**config.mk**
```make
export PLATFORM = sky130hd
export DESIGN_NAME = pbit_sampler
export DESIGN_NICKNAME = d
export VERILOG_FILES = /design/src/rtl/pbit_sampler.sv
export SDC_FILE = /design/constraint.sdc
export NUM_CORES = 1
export LEC_CHECK = 0
export BUFFER_PORTS_ARGS = -buffer_cell sky130_fd_sc_hd__buf_2
export CAP_MARGIN = 20
export CORE_MARGIN = 2
export CORE_UTILIZATION = 55
export CTS_CLUSTER_DIAMETER = 80
export CTS_CLUSTER_SIZE = 20
export DETAILED_ROUTE_END_ITERATION = 10
export PLACE_DENSITY = 0.85
export SLEW_MARGIN = 20
export SYNTH_ARGS = -nofsm -noshare
export SYNTH_HDL_FRONTEND = slang
export SYNTH_SLANG_ARGS = --single-unit
```
**constraint.sdc**
```tcl
create_clock -name clk -period 4 [get_ports clk]
set_clock_uncertainty 0.2 [all_clocks]
set_input_delay 0.2 -clock clk [delete_from_list [all_inputs] [get_ports clk]]
set_output_delay 0.2 -clock clk [all_outputs]
set_load 0.01 [all_outputs]
```
**src/rtl/pbit_sampler.sv**
```systemverilog
// pbit_sampler: sequential p-bit update engine (linear-clamp sigmoid against a 16-bit Galois LFSR).
// Optional clamping of nodes to fixed values is enabled by defining PBIT_CLAMP_EN.
module pbit_sampler #(
  parameter int          N_NODES   = 8,
  parameter int          IDX_W     = 3,
  parameter logic [15:0] LFSR_SEED = 16'hACE1
) (
  input  logic               clk,
  input  logic               rst_n,
  input  logic               act_valid,
  output logic               act_ready,
  input  logic [IDX_W-1:0]   act_idx,
  input  logic [3:0]         act_in,
  input  logic [1:0]         beta_shift,
`ifdef PBIT_CLAMP_EN
  input  logic [N_NODES-1:0] clamp_mask,
  input  logic [N_NODES-1:0] clamp_val,
`endif
  output logic [N_NODES-1:0] states,
  output logic               upd_valid,
  output logic [IDX_W-1:0]   upd_idx,
  output logic               upd_bit,
  output logic               sweep_done,
  output logic [15:0]        sweep_count
);

  // An all-zero seed would lock the LFSR, so it is swapped for the default.
  localparam logic [15:0]      SEED_EFF = (LFSR_SEED == 16'h0000) ? 16'hACE1 : LFSR_SEED;
  localparam logic [IDX_W:0]   N_LIM    = (IDX_W + 1)'(N_NODES);
  localparam logic [IDX_W-1:0] LAST_IDX = IDX_W'(N_NODES - 1);
  localparam logic [15:0]      TAPS     = 16'hB400;

  typedef enum logic [1:0] {
    IDLE,
    SAMPLE,
    WRITE
  } state_t;

  state_t             state_reg;
  state_t             state_next;
  logic [IDX_W-1:0]   idx_reg;
  logic signed [3:0]  act_reg;
  logic [1:0]         beta_reg;
  logic [15:0]        lfsr_reg;
  logic [15:0]        lfsr_next;
  logic [N_NODES-1:0] states_reg;
  logic [N_NODES-1:0] states_next;
  logic               upd_valid_reg;
  logic [IDX_W-1:0]   upd_idx_reg;
  logic               upd_bit_reg;
  logic               sweep_done_reg;
  logic [15:0]        sweep_count_reg;

  logic               accept;
  logic signed [11:0] scaled;
  logic signed [11:0] sum;
  logic [8:0]         threshold;
  logic               decision;
  logic               in_range;
  logic               is_last;
  logic               write_en;
  logic               write_bit;
  logic [N_NODES-1:0] sel;
  logic [N_NODES-1:0] node_bit;

  assign act_ready = rst_n && (state_reg == IDLE);
  assign accept    = act_valid && act_ready;

  always_comb begin
    state_next = state_reg;
    case (state_reg)
      IDLE:    if (accept) state_next = SAMPLE;
      SAMPLE:  state_next = WRITE;
      WRITE:   state_next = IDLE;
      default: state_next = IDLE;
    endcase
  end

  // Slope is 16 * 2^beta; the worst case (-8 << 7 = -1024) fits in 12 signed bits.
  always_comb begin
    scaled    = 12'(signed'({{8{act_reg[3]}}, act_reg}) <<< (3'd4 + 3'(beta_reg)));
    sum       = 12'sd128 + scaled;
    threshold = 9'd0;
    if (sum < 12'sd0)        threshold = 9'd0;
    else if (sum > 12'sd256) threshold = 9'd256;
    else                     threshold = sum[8:0];
  end

  assign decision  = ({1'b0, lfsr_reg[7:0]} < threshold);
  assign lfsr_next = lfsr_reg[0] ? ((lfsr_reg >> 1) ^ TAPS) : (lfsr_reg >> 1);

  assign in_range = ({1'b0, idx_reg} < N_LIM);
  assign is_last  = (idx_reg == LAST_IDX);
  assign write_en = (state_reg == SAMPLE) && in_range;

  // Per-node address decode and the value each node would take if selected.
  generate
    for (genvar gi = 0; gi < N_NODES; gi++) begin : g_node
      localparam logic [IDX_W-1:0] GI = IDX_W'(gi);
      assign sel[gi] = write_en && (idx_reg == GI);
`ifdef PBIT_CLAMP_EN
      assign node_bit[gi] = clamp_mask[gi] ? clamp_val[gi] : decision;
`else
      assign node_bit[gi] = decision;
`endif
    end
  endgenerate

`ifdef PBIT_CLAMP_EN
  assign write_bit = (|(sel & clamp_mask)) ? (|(sel & clamp_val)) : decision;
`else
  assign write_bit = decision;
`endif

  assign states_next = (states_reg & ~sel) | (sel & node_bit);

  always_ff @(posedge clk) begin
    if (!rst_n) begin
      state_reg       <= IDLE;
      idx_reg         <= '0;
      act_reg         <= '0;
      beta_reg        <= '0;
      lfsr_reg        <= SEED_EFF;
      states_reg      <= '0;
      upd_valid_reg   <= 1'b0;
      upd_idx_reg     <= '0;
      upd_bit_reg     <= 1'b0;
      sweep_done_reg  <= 1'b0;
      sweep_count_reg <= 16'd0;
    end else begin
      state_reg <= state_next;
      if (accept) begin
        idx_reg  <= act_idx;
        act_reg  <= act_in;
        beta_reg <= beta_shift;
      end
      if (state_reg == SAMPLE) begin
        lfsr_reg <= lfsr_next;
      end
      states_reg     <= states_next;
      upd_valid_reg  <= write_en;
      sweep_done_reg <= write_en && is_last;
      if (write_en) begin
        upd_idx_reg <= idx_reg;
        upd_bit_reg <= write_bit;
        if (is_last) sweep_count_reg <= sweep_count_reg + 16'd1;
      end
    end
  end

  assign states      = states_reg;
  assign upd_valid   = upd_valid_reg;
  assign upd_idx     = upd_idx_reg;
  assign upd_bit     = upd_bit_reg;
  assign sweep_done  = sweep_done_reg;
  assign sweep_count = sweep_count_reg;

endmodule

```
==> run_results.csv <==
group,metric,value,unit
job,maxCapViolations,0,
route,routed_wl,5560,um
setup_path,cp-start-kind,"register",
global_routing,use_met3,9.25,%
global_routing,grt_util_met2,36.9,%
logic_synthesis,avgSynthCellArea,8.71,um2
sta,rsz0062_at_grt,"false",
global_routing,antenna_found_initial,0,
clocking,clk_pin_slew_worst_paths,0.06,ns
logic_synthesis,synth_top_area_share,43.8,%
final_layout,drive_above_1_share,18.2,%
logic_synthesis,ys.flop_type,"dfxtp_1",
final_layout,syn_to_final_growth,19.5,%
global_routing,gr-usage-met1,26.0,%
global_routing,grt_overflow_total,0,
setup_path,critPathMaxFanout,15,
setup_path,end_kind,"register",
clocking,cts_buffers,9,
sta,tightest_slew,0.827,ns
clocking,clock-root-buffer,"clkbuf_8",
global_routing,grt_busiest_layer,"met2",
global_routing,grt_usage,22.4,%
place,hpwl,3520,um
route,wl_per_cell,13.7,um
setup_path,worst_path_most_repeated_cell,"a21oi_1",
power_and_ir_drop,power.leakage,1.35,nW
logic_synthesis,synthTopCellsByArea,"dfxtp_1 (44%), nand2_1 (8.9%), a21boi_0 (5.8%)",
floorplanning,num_rows,25,
logic_synthesis,netlist_area,2600,um2
logic_synthesis,yosysWarnings,0,
setup_path,cp_num_buf_inv,0,
route,drt-initial-drc-count,112,
worst_hold_path,min_from,"act_valid",
clocking,postCtsSetupRepairBufs,0,
setup_path,path_delay_family,"compound AO/OA/AOI/OAI gates",
setup_path,path_cells,"o21ai_0 > a21oi_1 > ha_1 > and4_1 > o221ai_1 > o31ai_2 > o21ai_1 > or3_1 > ha_1 > o21ai_0 > a21oi_1 > a211oi_1 > a31oi_4 > a21oi_1",
logic_synthesis,async_reset_ff_share,0,%
floorplanning,coreArea,4630,um2
logic_synthesis,synth_area_leader_cell,"dfxtp_1",
setup_path,critPathKind,"register to register",
setup_path,rrSetupSlack,0.33,ns
logic_synthesis,synth_edf_count,0,
sta,setup_tns,0,ns
worst_hold_path,min_path_type,"input port to register",
global_routing,grt_start_max_net_pins,58,
setup_path,max_stage_delay,0.62,ns
clocking,cts_resized,0,
setup_path,reg2reg_depth,14,
floorplanning,dieArea,5300,um2
worst_hold_path,min_path_cells,4,
logic_synthesis,ys_seq_elements,57,
setup_path,crit_path_top_delay_cell,"dfxtp_1",
sta,finalMaxSlewViolations,0,
clocking,clkLatencyLatePin,0.34,ns
clocking,cts_sinks,57,
sta,finalSetupViolCount,0,
place,numPortBuffers,42,
route,dr_total_vias,2209,
floorplanning,dieHeight,72.8,um
route,first_pass_iters,4,
global_routing,grt_pass1_wl,9030,um
final_layout,num_antenna_cells,0,
sta,slew-limit-headroom,44.9,%
logic_synthesis,syn_inst,299,
final_layout,fin_util,67.2,%
route,antenna_left,0,
final_layout,nets,364,
route,vias_per_cell,5.45,
place,gp_congestion,0.861,
floorplanning,chipWidth,72.8,um
floorplanning,start_util,56.2,%
global_routing,first_global_vias,2042,
sta,hold_viol_final,0,
run_status,outcome,"completed",
clocking,clock_path_buffers,2,
logic_synthesis,syn-num-nets,317,
setup_path,r2r_start,"beta_reg[0]",
power_and_ir_drop,powerDensity,426,nW/um2
clocking,cts_tree,"yes",
logic_synthesis,yosys.cell_types.count,42,
floorplanning,io_pins,43,
setup_path,required,4.07,ns
power_and_ir_drop,irDropWorstVdd,269,uV
sta,post-route-period-util,91.8,%
logic_synthesis,ys_seq_area_share,43.8,%
worst_hold_path,hold_end,"idx_reg[2]",
clocking,htreeDepth,3,
setup_path,cp.arrival,3.74,ns
sta,clock.fmax,272,MHz
route,drc,0,
setup_path,r2r-end,"upd_bit",
sta,min_period,3.67,ns
[cell type report]
class                           count  area (um2)
Clock buffer                       11         141
Clock inverter                      5        78.8
Fill cell                         369        1520
Inverter                            5        18.8
Multi-Input combinational cell    222        1360
Sequential cell                    57        1140
Tap cell                           54        67.6
Timing Repair Buffer               51         300
[cells in the mapped netlist (all sizes together) (4+ instances only)]
master / count
nand3: 10
inv: 4
nand2: 64
and2: 19
ha: 6
nand4: 7
a21boi: 20
buf: 5
xnor2: 15
a21oi: 14
nand2b: 4
nor3: 6
nor2: 6
dfxtp: 57
clkbuf: 10
o21ai: 18
[placed cells by master (no fill, tap or decap), types with 2 or more instances in the layout]
cell           count
nand2_1           62
dfxtp_1           57
buf_2             42
a21boi_0          20
and2_1            19
o21ai_0           16
xnor2_1           15
a21oi_1           14
nand3_1           10
clkbuf_8          10
dlygate4sd3_1      9
nand4_1            7
nor2_1             6
ha_1               6
nand2b_1           4
inv_1              4
nor3_1             4
and4_1             3
mux2i_1            3
nor3b_1            3
or3_1              3
xor2_1             3
nor2b_1            2
a211oi_1           2
nor4_1             2
o21ai_1            2
nand2_2            2
o211ai_1           2
nor3_4             2
clkinv_2           2
bufinv_16          2
[how the worst max path moves through the flow]
stage	from	end	slack, ns	depth (start not counted)
2_1_floorplan	beta_reg[0]	upd_bit	0.83	15
3_3_place_gp	beta_reg[0]	register	0.56	14
3_5_place_dp	beta_reg[0]	upd_bit	0.43	14
4_1_cts	beta_reg[0]	upd_bit	0.39	14
5_1_grt	beta_reg[0]	register	0.03	14
6_report	beta_reg[0]	upd_bit	0.33	14
[cells by family after synthesis]
family	Yosys count	share of synthesized area, %
fa+ha+maj	6	2.88
flops	57	43.8
compound gates	62	15.7
buf+inv	20	3.84
xor+xnor	18	6.06
mux	3	1.15
simple gates	133	26.6
[tightest hold or removal path: stages]
cell and delay (ns):
buf_2 0.08, nand2_2 0.12, nand2_1 0.09, a21boi_0 0.07
[stage by stage]
stage / power [mW] / cell area [um2] / std cells / worst slack, ns / hold WS [ns]
finish: 1.33 / 3110 / 405 / 0.328 / 0.0686
CTS: 1.33 / 3110 / 405 / 0.391 / 0.0645
floorplan: 0.705 / 2600 / 299 / 0.828 / 0.145
global route: 1.38 / 3110 / 405 / 0.0324 / 0.0878
global placement: 0.728 / 2800 / 380 / 0.556 / 0.251
detailed placement: 0.731 / 2800 / 380 / 0.433 / 0.262
[report_power, final]
| part | internal (mW) | switching, mW |
|---|---|---|
| Combinational | 0.0539 | 0.0709 |
| Clock | 0.366 | 0.229 |
| Sequential | 0.585 | 0.0201 |
| Total | 1.01 | 0.320 |
[layer usage]
metal	vias to the layer above	wire length [um]
met5	-	0
met2	47	2720
met1	1039	2450
met3	9	300
met4	0	87
li1	1114	-
[timing repair]
item / 4_1_cts / 5_1_grt
hold buffers: 9 / 0
endpoints found under the hold margin: 9 / 0
endpoints found under the setup margin: 0 / 0
Note: power is estimated with default switching activity, not from simulation.
